[src/rtl/cpu_pkg.sv]
// rtl/cpu_pkg.sv - shared PC widths, reset/exception vectors and redirect types
package cpu_pkg;

  localparam int PC_W = 30;
  localparam logic [PC_W-1:0] RESET_PC = 30'h00000C0D;
  localparam logic [PC_W-1:0] EXC_PC   = 30'h00000000;

  typedef enum logic [1:0] {
    RUN   = 2'd0,
    PEND  = 2'd1,
    DRAIN = 2'd2
  } redir_state_e;

  typedef struct packed {
    logic [PC_W-1:0] pc;
    logic [PC_W-1:0] target;
    logic            taken;
  } bht_upd_t;

endpackage

[src/rtl/bht_upd_fifo.sv]
// rtl/bht_upd_fifo.sv - resolved-branch update queue feeding the BHT write port
module bht_upd_fifo
  import cpu_pkg::*;
#(
  parameter int DEPTH = 4
) (
  input  logic     clk,
  input  logic     rst,
  input  logic     wr_valid_i,
  input  bht_upd_t wr_data_i,
  input  logic     rd_ready_i,
  output logic     rd_valid_o,
  output bht_upd_t rd_data_o,
  output logic     overflow_o
);

  localparam int AW = $clog2(DEPTH);

  bht_upd_t         mem_q [DEPTH];
  logic [AW-1:0]    rd_ptr_q;
  logic [AW-1:0]    wr_ptr_q;
  logic [AW:0]      count_q;
  logic             overflow_q;
  logic             full;
  logic             do_enq;
  logic             do_deq;

  assign full       = (count_q == (AW+1)'(DEPTH));
  assign rd_valid_o = (count_q != '0);
  assign do_deq     = rd_valid_o && rd_ready_i;
  // A dequeue in the same cycle frees the slot, so a full queue still accepts.
  assign do_enq     = wr_valid_i && (!full || do_deq);

  always_ff @(posedge clk) begin
    if (do_enq) begin
      mem_q[wr_ptr_q] <= wr_data_i;
    end
  end

  always_ff @(posedge clk) begin
    if (rst) begin
      rd_ptr_q   <= '0;
      wr_ptr_q   <= '0;
      count_q    <= '0;
      overflow_q <= 1'b0;
    end else begin
      if (do_enq) begin
        wr_ptr_q <= wr_ptr_q + AW'(1);
      end
      if (do_deq) begin
        rd_ptr_q <= rd_ptr_q + AW'(1);
      end
      count_q <= count_q + (AW+1)'(do_enq) - (AW+1)'(do_deq);
      if (wr_valid_i && !do_enq) begin
        overflow_q <= 1'b1;
      end
    end
  end

  assign rd_data_o  = mem_q[rd_ptr_q];
  assign overflow_o = overflow_q;

endmodule

[src/rtl/pc_redirect_ctrl.sv]
// rtl/pc_redirect_ctrl.sv - fetch PC register, redirect arbitration and stage flushes
module pc_redirect_ctrl
  import cpu_pkg::*;
#(
  parameter int DRAIN_CYC = 2,
  parameter int UQ_DEPTH  = 4
) (
  input  logic            clk,
  input  logic            rst,
  input  logic            stall_if,
  input  logic            pred_valid,
  input  logic [PC_W-1:0] pred_pc,
  input  logic            id_jump_valid,
  input  logic [PC_W-1:0] id_jump_pc,
  input  logic            ex_br_valid,
  input  logic            ex_br_mispredict,
  input  logic [PC_W-1:0] ex_br_pc,
  input  logic [PC_W-1:0] ex_br_target,
  input  logic            ex_br_taken,
  input  logic            exc_valid,
  input  logic            eret_valid,
  input  logic [PC_W-1:0] epc,
  output logic [PC_W-1:0] pc,
  output logic            flush_if,
  output logic            flush_id,
  output logic            flush_ex,
  output logic            bht_upd_valid,
  output logic [PC_W-1:0] bht_upd_pc,
  output logic [PC_W-1:0] bht_upd_target,
  output logic            bht_upd_taken,
  input  logic            bht_upd_ready,
  output logic            uq_overflow
);

  localparam int CW = $clog2(DRAIN_CYC + 1);

  redir_state_e    state_q;
  logic [PC_W-1:0] pc_q;
  logic [PC_W-1:0] pend_pc_q;
  logic [CW-1:0]   drain_cnt_q;
  logic            flush_if_q;
  logic            flush_id_q;
  logic            flush_ex_q;
  logic            br_redir;
  logic [PC_W-1:0] pc_inc;
  bht_upd_t        enq_data;
  bht_upd_t        head;

  assign br_redir = ex_br_valid && ex_br_mispredict;
  assign pc_inc   = pc_q + PC_W'(1);

  always_ff @(posedge clk) begin
    if (rst) begin
      state_q     <= RUN;
      pc_q        <= RESET_PC;
      pend_pc_q   <= '0;
      drain_cnt_q <= '0;
      flush_if_q  <= 1'b0;
      flush_id_q  <= 1'b0;
      flush_ex_q  <= 1'b0;
    end else begin
      flush_if_q <= 1'b0;
      flush_id_q <= 1'b0;
      flush_ex_q <= 1'b0;
      case (state_q)
        RUN, PEND: begin
          if (exc_valid || eret_valid) begin
            pc_q        <= exc_valid ? EXC_PC : epc;
            flush_if_q  <= 1'b1;
            flush_id_q  <= 1'b1;
            flush_ex_q  <= 1'b1;
            drain_cnt_q <= CW'(DRAIN_CYC - 1);
            state_q     <= DRAIN;
          end else if (br_redir) begin
            pc_q       <= ex_br_target;
            flush_if_q <= 1'b1;
            flush_id_q <= 1'b1;
            state_q    <= RUN;
          end else if (state_q == PEND) begin
            // The captured jump stays parked until fetch is released.
            if (!stall_if) begin
              pc_q       <= pend_pc_q;
              flush_if_q <= 1'b1;
              state_q    <= RUN;
            end
          end else if (id_jump_valid) begin
            if (stall_if) begin
              pend_pc_q <= id_jump_pc;
              state_q   <= PEND;
            end else begin
              pc_q       <= id_jump_pc;
              flush_if_q <= 1'b1;
            end
          end else if (!stall_if) begin
            pc_q <= pred_valid ? pred_pc : pc_inc;
          end
        end
        DRAIN: begin
          // Last drain cycle releases flushes and resumes sequential fetch.
          if (drain_cnt_q == '0) begin
            state_q <= RUN;
            if (!stall_if) begin
              pc_q <= pc_inc;
            end
          end else begin
            drain_cnt_q <= drain_cnt_q - CW'(1);
            flush_if_q  <= 1'b1;
            flush_id_q  <= 1'b1;
            flush_ex_q  <= 1'b1;
          end
        end
        default: state_q <= RUN;
      endcase
    end
  end

  assign enq_data = '{pc: ex_br_pc, target: ex_br_target, taken: ex_br_taken};

  bht_upd_fifo #(
    .DEPTH(UQ_DEPTH)
  ) u_uq (
    .clk        (clk),
    .rst        (rst),
    .wr_valid_i (ex_br_valid),
    .wr_data_i  (enq_data),
    .rd_ready_i (bht_upd_ready),
    .rd_valid_o (bht_upd_valid),
    .rd_data_o  (head),
    .overflow_o (uq_overflow)
  );

  assign pc             = pc_q;
  assign flush_if       = flush_if_q;
  assign flush_id       = flush_id_q;
  assign flush_ex       = flush_ex_q;
  assign bht_upd_pc     = head.pc;
  assign bht_upd_target = head.target;
  assign bht_upd_taken  = head.taken;

endmodule

[config.mk]
export PLATFORM = sky130hd
export DESIGN_NAME = pc_redirect_ctrl
export DESIGN_NICKNAME = d
export VERILOG_FILES = /design/src/rtl/cpu_pkg.sv /design/src/rtl/bht_upd_fifo.sv /design/src/rtl/pc_redirect_ctrl.sv
export SDC_FILE = /design/constraint.sdc
export NUM_CORES = 1
export LEC_CHECK = 0
export ABC_CLOCK_PERIOD_IN_PS = 4000
export BUFFER_PORTS_ARGS = -buffer_cell sky130_fd_sc_hd__buf_4
export CAP_MARGIN = 20
export CORE_ASPECT_RATIO = 2
export CORE_UTILIZATION = 45
export CTS_CLUSTER_DIAMETER = 150
export DETAILED_ROUTE_END_ITERATION = 8
export HOLD_SLACK_MARGIN = 0.03
export PLACE_DENSITY = 0.68
export SLEW_MARGIN = 20
export SYNTH_ARGS = -nofsm -noshare
export SYNTH_HDL_FRONTEND = slang
export SYNTH_SLANG_ARGS = --single-unit
[constraint.sdc]
create_clock -name clk -period 4 [get_ports clk]
set_input_delay 0.2 -clock clk [delete_from_list [all_inputs] [get_ports clk]]
set_output_delay 0.2 -clock clk [all_outputs]
set_load 0.03 [all_outputs]
# Word-level counts from Yosys, hierarchy flattened
# Memory sizes are Yosys's and may differ from the RTL's. A register that Yosys moved wholly into a read port is not among the register bits.
# Cells that the tools add are included.
# W data, S select, Z words.
dict set report op_classes {
  n_addsub 6
  n_eq_ne 11
  mux 39
  bitwise 3
  n_reduce_logical 17
}
# operator count
set ops {}
lappend ops {{$mux W30} 11}
lappend ops {{$pmux W30 S2} 1}
lappend ops {{$add A30 B1 Y30 const B} 1}
lappend ops {{$mux W2} 11}
lappend ops {{$ne A5 B5 Y1 const B} 3}
lappend ops {{$mux W1} 11}
lappend ops {{$ne A2 B2 Y1 const B} 4}
lappend ops {{$pmux W2 S2} 2}
lappend ops {{$reduce_and A4 Y1} 2}
lappend ops {{$pmux W1 S2} 3}
lappend ops {{$reduce_and A6 Y1} 1}
lappend ops {{$add A2 B1 Y2 const B} 2}
lappend ops {{$logic_and A1 B1 Y1} 4}
lappend ops {{$logic_not A2 Y1} 2}
lappend ops {{$ne A4 B4 Y1 const B} 1}
lappend ops {{$add A3 B1 Y3} 1}
lappend ops {{$eq A3 B3 Y1 const B} 1}
lappend ops {{$not A1 Y1} 3}
lappend ops {{$reduce_and A3 Y1} 1}
lappend ops {{$reduce_bool A3 Y1} 1}
lappend ops {{$sub A3 B1 Y3} 1}
lappend ops {{$eq A2 B1 Y1 const B} 1}
lappend ops {{$eq A2 B2 Y1 const B} 1}
lappend ops {{$logic_not A1 Y1} 2}
lappend ops {{4 further kinds} 5}
dict set report totals {
  register_bits 75
  mem_bits_rw 244
  input_bits 161
  output_inout_bits 96
  word_cells 88
  n_memories 1
}
# name depth word_bits read_ports rd_clocked_by_memory_dff wr line
set mem_list {}
lappend mem_list {u_uq.mem_q 4 61 1 1 1 bht_upd_fifo.sv:19} ;# bht_upd_t mem_q [DEPTH];

# Depth between registers and ports, before layout
# Gate-level depths: netlist (run 1).
dict set report depth {
  word_depth 8
  mapped_depth 9
  ltp_nobuf 9
}

# Modules after synthesis
# A second synthesis (run 1) with hierarchy kept.
dict set report unflattened {
  hier_cells 1070
  area_unflattened_um2 14311.2
}
# module instances cells_per_inst area_per_inst_um2 seq_area_each_um2
set modules_own_cells {}
lappend modules_own_cells {bht_upd_fifo 1 370 9328.9 7527.2}
lappend modules_own_cells {pc_redirect_ctrl 1 700 4982.3 1341.3}

# Worst setup path before layout (run 1)
# Ideal clock, no wire load.
dict set report synth_path {
  kind {register to register}
  start {reg u_uq.count_q[2]}
  end {mem u_uq.mem_q[0][0] (netlist name) (enable)}
  setup_time_ns 0.425
  arrival_time_ns 2.264
  t_required_ns 3.575
  path_slack_ns 1.311
  path_stages_with_launch 5
  n_path_buf 1
  period_less_slack_ns 2.689
  path_cell_list {dfxtp_1 nor4b_1 nor2b_1 clkbuf_1 and2_1}
}
dict set report synth_via {
  elab_chain_len 6
  elab_cells_between_ends 8
  cone_classes {eq/ne: 1; mux: 2; reduce/logical: 5}
}
# element line
set synth_rtl {}
lappend synth_rtl {{from (decl)} bht_upd_fifo.sv:22} ;# logic [AW:0] count_q;
lappend synth_rtl {{from (signal assigned)} bht_upd_fifo.sv:53} ;# count_q <= count_q + (AW+1)'(do_enq) - (AW+1)'(do_deq);
lappend synth_rtl {{$eq A3 B3 Y1 / $reduce_bool A3 Y1 (equally long branches)} {bht_upd_fifo.sv:28, bht_upd_fifo.sv:29}}
lappend synth_rtl {{$logic_not A1 Y1 / $logic_and A1 B1 Y1 (equally long branches)} {bht_upd_fifo.sv:32, bht_upd_fifo.sv:30}}
lappend synth_rtl {{$logic_or A1 B1 Y1 (*)} bht_upd_fifo.sv:32} ;# assign do_enq = wr_valid_i && (!full || do_deq);
lappend synth_rtl {{$logic_and A1 B1 Y1 (*)} bht_upd_fifo.sv:32}
lappend synth_rtl {{$mux W1 (*)} bht_upd_fifo.sv:35} ;# if (do_enq) begin
lappend synth_rtl {{$mux W1 (implied by the code) (*)} bht_upd_fifo.sv:36} ;# mem_q[wr_ptr_q] <= wr_data_i;
lappend synth_rtl {{to (decl)} bht_upd_fifo.sv:19}
# Every way passes the cells marked *; elsewhere a longest branch is shown, timed or not.

# Worst setup path in the final report (run 1)
dict set report layout_path {
  start {reg state_q[0]}
  end {reg pc_q[27] (netlist: pc[27])}
}
dict set report layout_via {
  elab_chain_len 5
  elab_cells_between_ends 13
  cone_classes {eq/ne: 5; mux: 4; reduce/logical: 4}
}
# element line
set layout_rtl {}
lappend layout_rtl {{from (decl)} pc_redirect_ctrl.sv:37} ;# redir_state_e state_q;
lappend layout_rtl {{from (signal assigned)} pc_redirect_ctrl.sv:54} ;# state_q <= RUN;
lappend layout_rtl {{from (signal assigned)} pc_redirect_ctrl.sv:73} ;# state_q <= DRAIN;
lappend layout_rtl {{from (signal assigned)} pc_redirect_ctrl.sv:78} ;# state_q <= RUN;
lappend layout_rtl {{$eq A2 B1 Y1} {pc_redirect_ctrl.sv:65, pc_redirect_ctrl.sv:79}}
lappend layout_rtl {{$mux W30} pc_redirect_ctrl.sv:79} ;# end else if (state_q == PEND) begin
lappend layout_rtl {{$mux W30} pc_redirect_ctrl.sv:74} ;# end else if (br_redir) begin
lappend layout_rtl {{$mux W30} pc_redirect_ctrl.sv:67} ;# if (exc_valid || eret_valid) begin
lappend layout_rtl {{$pmux W30 S2} pc_redirect_ctrl.sv:65} ;# case (state_q)
lappend layout_rtl {{to (signal assigned)} pc_redirect_ctrl.sv:68} ;# pc_q <= exc_valid ? EXC_PC : epc;
lappend layout_rtl {{to (signal assigned)} pc_redirect_ctrl.sv:75} ;# pc_q <= ex_br_target;
lappend layout_rtl {{to (signal assigned)} pc_redirect_ctrl.sv:82} ;# pc_q <= pend_pc_q;
lappend layout_rtl {{to (decl)} pc_redirect_ctrl.sv:38} ;# logic [PC_W-1:0] pc_q;
# Parallel ways exist; a longest one is shown, timed or not.
# A chain may end at the register's enable or synchronous reset.

==> results.md, run 1 <==
- Status: finished, final reports clean
- Hold Vio Cnt, Final: 0
- Fin crit share: 76.0%
- Leakage power: 6.66 nW
- Worst-Skew Late Latency: 0.56 ns
- Ratio of cells with drive above 1 in the final layout: between 20% and 30%
- Synth cell types: 77
- First-pass GRT wire length: 66,500 µm
- Post-Syn Area: between 0.01 and 0.015 mm²
- 1st-iter DRT viols: 960
- Post-CTS Setup Bufs: 0
- Syn avg cell area: about 13 µm²
- Row Count: 92
- Critical path data required time: 4.46 ns
- Clock Tree Buf Depth: 3
- Post-Route WL: about 46,000 µm
- I/O Buffers: 256
- Clock skew: 0.0197 ns
- GR Util All Layers: 27.9%
- HP Start: epc[1]
- Register area share after synthesis: 61.6%
- Post-detail-place hpwl: around 32,000 µm
- #FFs+latches synth: around 320
- Syn nets: 1,271
- Nets: 1,601
- Wire per inst: 24.3 µm
- Final Core Density: 59.4%
- Yosys warning total: 0
- Die ar.: ~0.033 mm²
- Pre-CTS WS: 1.11 ns
- Initial antenna violation count: 4
- Top-count cell post-synth: edfxtp_1
- Pin count of the biggest net entering global routing: 71
- Worst-margin pin slew: around 1 ns
- Die height: 255 µm
- Fraction of registers with async set/reset: 0%
- Inserted Clock Buffers: 28
- Final setup margin: about 0.96 ns
- Total global routing overflow: 0
- Commonest cells in the netlist: edfxtp_1, nand2_1, a21oi_1, dfxtp_1, mux4_2
- CP arrival: ~3.5 ns
- Antenna-violating nets left: 0
- Synthesized netlist cell count: ~1,100
- Routability-driven placement congestion ratio: 0.996
- P&R area growth vs syn: 30.3%
- Fmax: 329 MHz
- Setup tns final: 0 ns
- # clock sinks: 321
- Via count: 11,101
- DRT Pass-1 Iters: 6
- Non-Filler Instances: 1,878
- Relative slew margins: 34.7%
- CTS H-tree lvls: 1
- Worst r2r src: state_q[0]$_SDFFE_PP0P_
- Clock Pin Slew Worst Setup and Hold Paths: 0.07 ns
- Critical Path End Type: flop
- Maximum vdd drop: roughly 340 µV
- Post-layout minimum cycle time: 3.04 ns
- CTS resizes: 0
- Placed cells: between 1,500 and 2,000
- Area leader, netlist: edfxtp_1
- Starting Density: 45.6%
- HP Class: in2reg
- Final Setup Violations: 0
- RSZ-0062 raised after global routing: false
- Core Footprint: roughly 0.032 mm²
- Vias in the first global route: between 10,000 and 15,000
- Pins Over Slew Limit: 0
- Critical setup path kind: reg2reg
- Avg Vias per Cell: 5.91
- PwrDens: 521 mW/mm²
- Critical Path Start Type: flop
- # hold bufs at CTS: 100
- Synth area leaders: edfxtp_1, dfxtp_1, mux4_2
- EDFF count, synth: 244
- Critical path origin: state_q[0]$_SDFFE_PP0P_
- DR DRC count: 0
- Ports: 257
- Clock tree from TritonCTS: done
- Top cell type's share of synthesized area: 50.9%
- CP max FO: 17
- Synth Flop Type: edfxtp_1
- Max_cap viols: 0
- CTS Root Cell: clkbuf_16
- Die X: between 100 and 150 µm
## critical path: stages, from the launching register on
cell      delay, ns
dfxtp_1        0.60
nand2b_1       0.56
nor2_1         0.94
a221oi_1       0.17
nor3_1         0.30
nor4b_1        0.10
nor4_2         0.26
## placed cells by master, fill, tap and decap left out, drive strengths merged, types with 7 or more instances in the layout
cell	instances
buf	281
edfxtp	244
nand2	125
dlygate4sd3	100
a21oi	87
dfxtp	77
mux4	61
o21ai	52
nor2	46
clkbuf	35
inv	22
nor3	20
nand3	18
xnor2	16
o22ai	16
a31oi	14
a221oi	14
nand4	13
and3	12
nor4	11
nor2b	10
a22oi	10
a21o	9
a211oi	9
nand2b	9
xor2	8
o221ai	8
ha	8
and2	8
o211ai	7
a221o	7
## report_power, final
part | internal, W | switching, W
logic | 0.00119 | 0.00154
clock network | 0.00171 | 0.00119
registers | 0.00389 | 0.000239
total | 0.00679 | 0.00297
## path summary, 6_finish.rpt
| path | endpoint | slack (ns) | cells past startpoint |
|---|---|---|---|
| max | pc[27]$_SDFFE_PP0P_ | 0.96 | 6 |
| min | pc[1]$_SDFFE_PP0P_ | 0.05 | 3 |
| max reg2reg | pc[27]$_SDFFE_PP0P_ | 0.96 | 6 |
| min reg2reg | pend_pc_q[29]$_SDFFE_PP0P_ | 0.45 | 2 |
## cells by family after synthesis
logic type	count (synthesis)	share of synthesized area (%)
mux	67	9.96
fa+ha+maj	10	0.904
buf+inv	102	2.81
compound gates	278	12.6
xor+xnor	24	1.46
simple gates	299	10.7
flops	321	61.6
## per-stage QoR
step / hold slack [ns] / cell area (µm²) / total power (W)
detailed placement: 0.403 / 16700 / 0.00687
floorplan: 0.290 / 14400 / 0.00581
global placement: 0.400 / 16700 / 0.00684
finish: 0.0517 / 18700 / 0.00976
global route: 0.0410 / 18700 / 0.0101
CTS: 0.0385 / 18700 / 0.00983
## state kept, by name (all words and copies together) (netlist names), named ones only
signal           count
u_uq.count_q         3
u_uq.overflow_o      1
flush_id             1
u_uq.rd_ptr_q        2
state_q              2
pend_pc_q           30
u_uq.mem_q         244
flush_ex             1
flush_if             1
drain_cnt_q          2
u_uq.wr_ptr_q        2
pc                  30
## per-layer routing
layer  routed length (µm)  vias to the layer above  GRT usage (%)
li1                     -                     4952              -
met2                24000                      569           49.7
met5                    0                        -              0
met1                14700                     5369           28.6
met4                 4170                        0           23.8
met3                 2730                      211           3.55
## area by class of cell
cell class / count / area, µm²
Multi-Input combinational cell: 678 / 5130
Clock inverter: 15 / 235
Inverter: 21 / 78.8
Fill cell: 2595 / 12800
Timing Repair Buffer: 381 / 3140
Tap cell: 423 / 529
Sequential cell: 321 / 8870
Antenna cell: 4 / 10.0
Clock buffer: 35 / 748
Note: power is estimated with default switching activity, not from simulation.
==> run 2, diff against run 1 <==
ABC_CLOCK_PERIOD_IN_PS = 2900   (was 4000)
clock period = 2.9 ns   (was 4 ns; I/O delays follow)
==> results.md, run 2 (synthesized netlist as in run 1, its figures left out) <==
- Routability-driven placement congestion ratio: 1.01 (+1.9%)
- Peak per-stage delay on the critical path: 0.51 ns (-0.43 ns)
- Hold Vio Cnt, Final: 0 (unchanged)
- Status: finished, final reports clean
- Met2 Use GR: 53.7% (+4.0 points)
- Comb power frac: 29.7% (+1.7 points)
- GR Util All Layers: 29.0% (+1.2 points)
- Clock skew: 0.0210 ns (+0.00132 ns)
- Post-layout minimum cycle time: 2.55 ns (-0.486 ns)
- Via count: 11,412 (+2.8%)
- Commonest non-fill, non-tap cell in the layout: buf_4
- Wire per inst: 24.8 µm (+2.1%)
- Clock Tree Buf Depth: 3 (unchanged)
- Worst-margin pin slew: 0.861 ns (-0.115 ns)
- Ports: 257 (unchanged)
- Post-detail-place hpwl: 34,800 µm (+7.6%)
- Clock tree from TritonCTS: done
- Critical setup path kind: reg2reg
- Fmax: 391 MHz (+19%)
- Nets: 1,651 (+3.1%)
- Pin count of the biggest net entering global routing: 71 (unchanged)
- Row Count: 92 (unchanged)
- Total power: 0.0134 W (+37%)
- Inserted Clock Buffers: 28 (unchanged)
- DRT Pass-1 Iters: 5 (-1)
- GRT Max-Usage Layer: met2
- Cell chain of the critical path: inv_1 > ha_1 > or3b_2 > a22oi_2 > nand2_1 > buf_4 > a2111oi_0 > a21oi_1
- CP max FO: 11 (-6)
- Critical path data required time: 3.34 ns (-1.12 ns)
- Clock Pin Slew Worst Setup and Hold Paths: 0.07 ns (about the same)
- Initial antenna violation count: 1 (-3)
- Clock power share: 28.4% (-1.3 points)
- Vias in the first global route: 11,397 (+1.6%)
- Maximum vdd drop: 449 µV (+30%)
- Core Footprint: 0.0315 mm² (unchanged)
- Fin crit share: 88.1% (+12 points)
- Top delay family on crit path: compound AO/OA/AOI/OAI gates
- Antenna-violating nets left: 0 (unchanged)
- Ratio of cells with drive above 1 in the final layout: 30.1% (+2.0 points)
- Internal Pwr Total: 0.00918 W (+35%)
- CTS Root Cell: clkbuf_16
- RSZ-0062 raised after global routing: false
- CP arrival: 3.00 ns (-0.50 ns)
- HP Class: in2reg
- Pins Over Slew Limit: 0 (unchanged)
- Post-Route WL: 47,700 µm (+4.7%)
- Die ar.: 0.0327 mm² (unchanged)
- CTS H-tree lvls: 1 (unchanged)
- Starting Density: 45.6% (unchanged)
- Relative slew margins: 42.6% (+7.9 points)
- # clock sinks: 321 (unchanged)
- Largest Register: u_uq.mem_q
- DR DRC count: 0 (unchanged)
- Critical Path End Type: flop
- Net Sw Power: 0.00421 W (+42%)
- Final Setup Violations: 0 (unchanged)
- Total global routing overflow: 0 (unchanged)
- Die X: 128 µm (unchanged)
- Filler cells: 2,575 (-0.77%)
- Setup tns final: 0 ns (unchanged)
- Post-CTS Setup Bufs: 0 (unchanged)
- Slowest CP cell: or3b_2
- Critical Path Start Type: flop
- Flop pwr share: 41.9% (-0.4 points)
- Max reg flops: 244 (unchanged)
- Crit path buf inv count: 2 (+2)
- Die height: 255 µm (unchanged)
- I/O Buffers: 256 (unchanged)
- 1st-iter DRT viols: 928 (-3.3%)
- Worst-Skew Late Latency: 0.56 ns (about the same)
- Switching part of the total: 31.4% (+0.99 points)
- PwrDens: 701 mW/mm² (+34%)
- Max_cap viols: 0 (unchanged)
- Met1 global-route usage: 29.6% (+0.98 points)
- GR Util met3: 3.05% (-0.50 points)
- Avg Vias per Cell: 5.93 (+0.24%)
- P&R area growth vs syn: 32.8%
- Most frequent cells in the layout: buf_4, edfxtp_1, nand2_1, dlygate4sd3_1, a21oi_1
- First-pass GRT wire length: 69,000 µm (+3.8%)
- Leakage power: 6.88 nW (+3.4%)
[run 2: cell types whose count changed in the layout (fill, tap and decap cells not counted), sizes merged]
cell,change
clkbuf,-3
buf,+44
bufinv,-3
dlygate4sd3,+6
clkinvlp,+1
diode,-3
clkinv,+4
inv,+2
[run 2: final timing paths]
kind,startpoint,endpoint,slack (ns),depth (start not counted)
max,drain_cnt_q[0]$_SDFFE_PP0P_,pc[16]$_SDFFE_PP0P_,0.35,8
min,pred_pc[10],pc[10]$_SDFFE_PP1P_,0.05,5
max reg2reg,drain_cnt_q[0]$_SDFFE_PP0P_,pc[16]$_SDFFE_PP0P_,0.35,8
min reg2reg,pend_pc_q[21]$_SDFFE_PP0P_,pend_pc_q[21]$_SDFFE_PP0P_,0.46,2
[run 2: per-layer routing]
metal	vias to the layer above	routed length (µm)
li1	5054	-
met4	0	3980
met3	209	2860
met5	-	0
met1	5528	15300
met2	621	25600
[run 2: stage by stage]
| step | utilization [%] | setup WS (ns) | cell area [µm²] | hold slack [ns] | cells |
|---|---|---|---|---|---|
| 2_1_floorplan | - | 0.211 | 14400 | 0.235 | 1101 |
| 3_3_place_gp | 54.3 | 0.467 | 17100 | 0.345 | 1768 |
| 3_5_place_dp | 54.3 | 0.390 | 17100 | 0.349 | 1768 |
| 4_1_cts | 60.6 | 0.397 | 19100 | 0.0314 | 1925 |
| 5_1_grt | 60.6 | 0.156 | 19100 | 0.0391 | 1926 |
| 6_report | 60.6 | 0.346 | 19100 | 0.0477 | 1926 |
[run 2: layout make-up]
class                   instances  area (µm²)  share of cell area, %
diodes                          1        2.50                 0.0131
clock buffers                  32         737                   3.86
clock inverters                19         185                  0.969
inverters                      21        78.8                  0.412
multi-input cells             678        5130                   26.9
flip-flops and latches        321        8870                   46.4
well taps                     423         529                   2.77
repair buffers                431        3580                   18.7
[run 2: timing repair]
action | CTS | global route
resized for setup | 0 | 0
hold buffers | 106 | 0
endpoints found under the hold margin | 293 | 0
[run 2: worst min-delay path, delay by kind of cell]
kind | cells | cell delay (ns)
compound gates | 4 | 0.35
buf+inv | 1 | 0.08
[run 2: power by group through the flow]
stage / sequential, W / clock, W / combinational, W
global route: 0.00566 / 0.00401 / 0.00420
CTS: 0.00562 / 0.00386 / 0.00401
global placement: 0.00570 / 0 / 0.00385
detailed placement: 0.00572 / 0 / 0.00387
finish: 0.00562 / 0.00380 / 0.00398
floorplan: 0.00570 / 0 / 0.00232
==> run 3, diff against run 2 <==
ABC_AREA = 1   (was unset)
PLACE_DENSITY = 0.67   (was 0.68)
==> results.md, run 3 <==
- Status: finished, final reports clean
- Hold Vio Cnt, Final: 0 (unchanged)
- DR DRC count: 0 (unchanged)
- Wire per inst: 18.4 µm (-26%)
- Clock Tree Buf Depth: 3 (unchanged)
- Reg-to-reg slack, setup: 0.40 ns (+0.05 ns)
- Ports: 257 (unchanged)
- CTS H-tree lvls: 1 (unchanged)
- Pins Over Slew Limit: 0 (unchanged)
- Critical path data required time: 3.31 ns (-0.03 ns)
- Nets: 2,112 (+28%)
- Post-detail-place hpwl: 29,200 µm (-16%)
- Synth cell types: 42 (-45%)
- CP max FO: 33 (+22)
- Commonest cells in the netlist: nand2_1, nor2_1, edfxtp_1, o21ai_0, a21oi_1
- Fmax: 397 MHz (+1.4%)
- Area leader, netlist: edfxtp_1
- Total global routing overflow: 0 (unchanged)
- HP Class: in2reg
- Worst-margin pin slew: 1.02 ns (+0.160 ns)
- RSZ-0062 raised after global routing: false
- Inserted Clock Buffers: 28 (unchanged)
- Largest Register: u_uq.mem_q
- Crit path buf inv count: 4 (+2)
- Top cell type's share of synthesized area: 49.7% (-1.2 points)
- DRT Pass-1 Iters: 5 (unchanged)
- Pre-CTS WS: 0.685 ns (+0.294 ns)
- Ratio of cells with drive above 1 in the final layout: 19.0% (-11 points)
- Final instance area: 0.0193 mm² (+0.84%)
- Final setup margin: 0.381 ns (+0.0356 ns)
- Fraction of registers with async set/reset: 0% (unchanged)
- Top delay family on crit path: buffers and inverters
- Synthesized netlist cell count: 1,597 (+45%)
- P&R area growth vs syn: 30.8%
- 1st-iter DRT viols: 788 (-15%)
- # hold bufs at CTS: 125 (+18%)
- Post-Route WL: 43,900 µm (-7.9%)
- Pin count of the biggest net entering global routing: 88 (+24%)
- Clock skew: 0.0161 ns (-0.00492 ns)
- Row Count: 93 (+1.1%)
- Worst-Skew Late Latency: 0.56 ns (about the same)
- Initial antenna violation count: 1 (unchanged)
- Setup tns final: 0 ns (unchanged)
- Commonest non-fill, non-tap cell in the layout: nand2_1
- Antenna-violating nets left: 0 (unchanged)
- Post-Syn Area: 0.0147 mm² (+2.4%)
- Synth Flop Type: edfxtp_1
- Relative slew margins: 31.5% (-11 points)
- Yosys warning total: 0 (unchanged)
- Critical Path Start Type: input pin
- Critical Path End Type: flop
- Slowest CP cell: clkinv_1
- Synth area leaders: edfxtp_1, dfxtp_1, nand2_1
- Fin crit share: 86.9% (-1.2 points)
- CTS resizes: 0 (unchanged)
- Maximum vdd drop: 438 µV (-2.5%)
- CP arrival: 2.93 ns (-0.07 ns)
- CTS Root Cell: clkbuf_16
- Max reg flops: 244 (unchanged)
- First-pass GRT wire length: 66,100 µm (-4.3%)
- Starting Density: 45.7% (+0.10 points)
- Top-count cell post-synth: nand2_1
- Post-layout minimum cycle time: 2.52 ns (-0.0356 ns)
- Leakage power: 7.71 nW (+12%)
- Max_cap viols: 0 (unchanged)
- Most frequent cells in the layout: nand2_1, buf_4, nor2_1, edfxtp_1, o21ai_0
- Clock tree from TritonCTS: done
- Vias in the first global route: 12,377 (+8.6%)
- Hold_ws: 0.0558 ns (+0.00816 ns)
- Die ar.: 0.0335 mm² (+2.4%)
- Cell chain of the critical path: dlygate4sd3_1 > buf_4 > nor2_2 > inv_2 > nor2_1 > nand2_1 > nor3_2 > clkinv_1 > o21ai_0 > a21oi_1
- Die height: 258 µm (+1.2%)
- Routability-driven placement congestion ratio: 0.941 (-7.3%)
- Syn nets: 1,767 (+39%)
- I/O Buffers: 256 (unchanged)
- #FFs+latches synth: 321 (unchanged)
- Final Core Density: 59.8% (-0.80 points)
- Post-CTS Setup Bufs: 0 (unchanged)
- Core Footprint: 0.0322 mm² (+2.2%)
- Final Setup Violations: 0 (unchanged)
- Via count: 12,580 (+10%)
- GR Util All Layers: 26.0% (-3.0 points)
- Critical setup path kind: in2reg
- Clock Pin Slew Worst Setup and Hold Paths: 0.07 ns (about the same)
- PwrDens: 687 mW/mm² (-1.9%)
- Avg Vias per Cell: 5.26 (-11%)
- Area after DPL: 0.0171 mm² (-0.30%)
- EDFF count, synth: 244 (unchanged)
- Register area share after synthesis: 60.2% (-1.5 points)
- Syn avg cell area: 9.23 µm² (-29%)
- # clock sinks: 321 (unchanged)
- Peak per-stage delay on the critical path: 0.81 ns (+0.30 ns)
- Die X: 130 µm (+1.2%)
==> run 3: path summary, 6_finish.rpt <==
kind,from,end,depth (start not counted)
worst min register to register,pend_pc_q[14]$_SDFFE_PP0P_,pend_pc_q[14]$_SDFFE_PP0P_,2
worst max-delay path,exc_valid,pend_pc_q[15]$_SDFFE_PP0P_,10
worst max register to register,pc[5]$_SDFFE_PP0P_,pc[9]$_SDFFE_PP0P_,14
worst min-delay path,epc[22],pc[22]$_SDFFE_PP0P_,5
==> run 3: tightest hold or removal path: stages <==
cell and delay (ns):
buf_4 0.08, a21oi_1 0.10, nand2_1 0.08, nand2_1 0.05, a21oi_1 0.12
==> run 3: metrics by stage <==
stage | total power, W | instances
after floorplan | 0.00792 | 1597
after global routing | 0.0138 | 2392
after global placement | 0.00934 | 2214
final | 0.0132 | 2392
after detailed placement | 0.00941 | 2214
after CTS | 0.0133 | 2391
==> run 3: area by class of cell <==
type | count | area, µm²
fill | 2745 | 13000
sequential | 321 | 8870
multi-input combinational | 1078 | 5080
timing repair buffer | 403 | 3430
clock buffer | 35 | 791
tap | 427 | 534
inverter | 110 | 414
clock inverter | 17 | 153
antenna | 1 | 2.50
==> run 3: cell families (layout without fill, tap and decap cells) <==
group / Yosys count / count (layout) / share of synthesized area [%]
buffers and inverters: 198 / 565 / 5.58
XOR/XNOR: 14 / 14 / 0.934
adder cells (fa/ha/maj): 9 / 9 / 0.815
other: 0 / 1 / 0
flip-flops: 321 / 321 / 60.2
AO/OA/AOI/OAI: 409 / 409 / 14.8
AND/OR/NAND/NOR: 646 / 646 / 17.7
==> run 3: report_power, final <==
part	leakage (nW)	internal, W	switching (W)
combinational	4.37	0.00136	0.00258
clock	0.463	0.00213	0.00167
sequential	2.87	0.00534	0.000178
total	7.71	0.00882	0.00443
==> run 3: metal layers <==
layer  part of all wire, %  GRT usage (%)
met5                     0              0
met4                   5.7           16.4
met3                   5.4           2.84
met2                    52           47.0
met1                    37           28.4
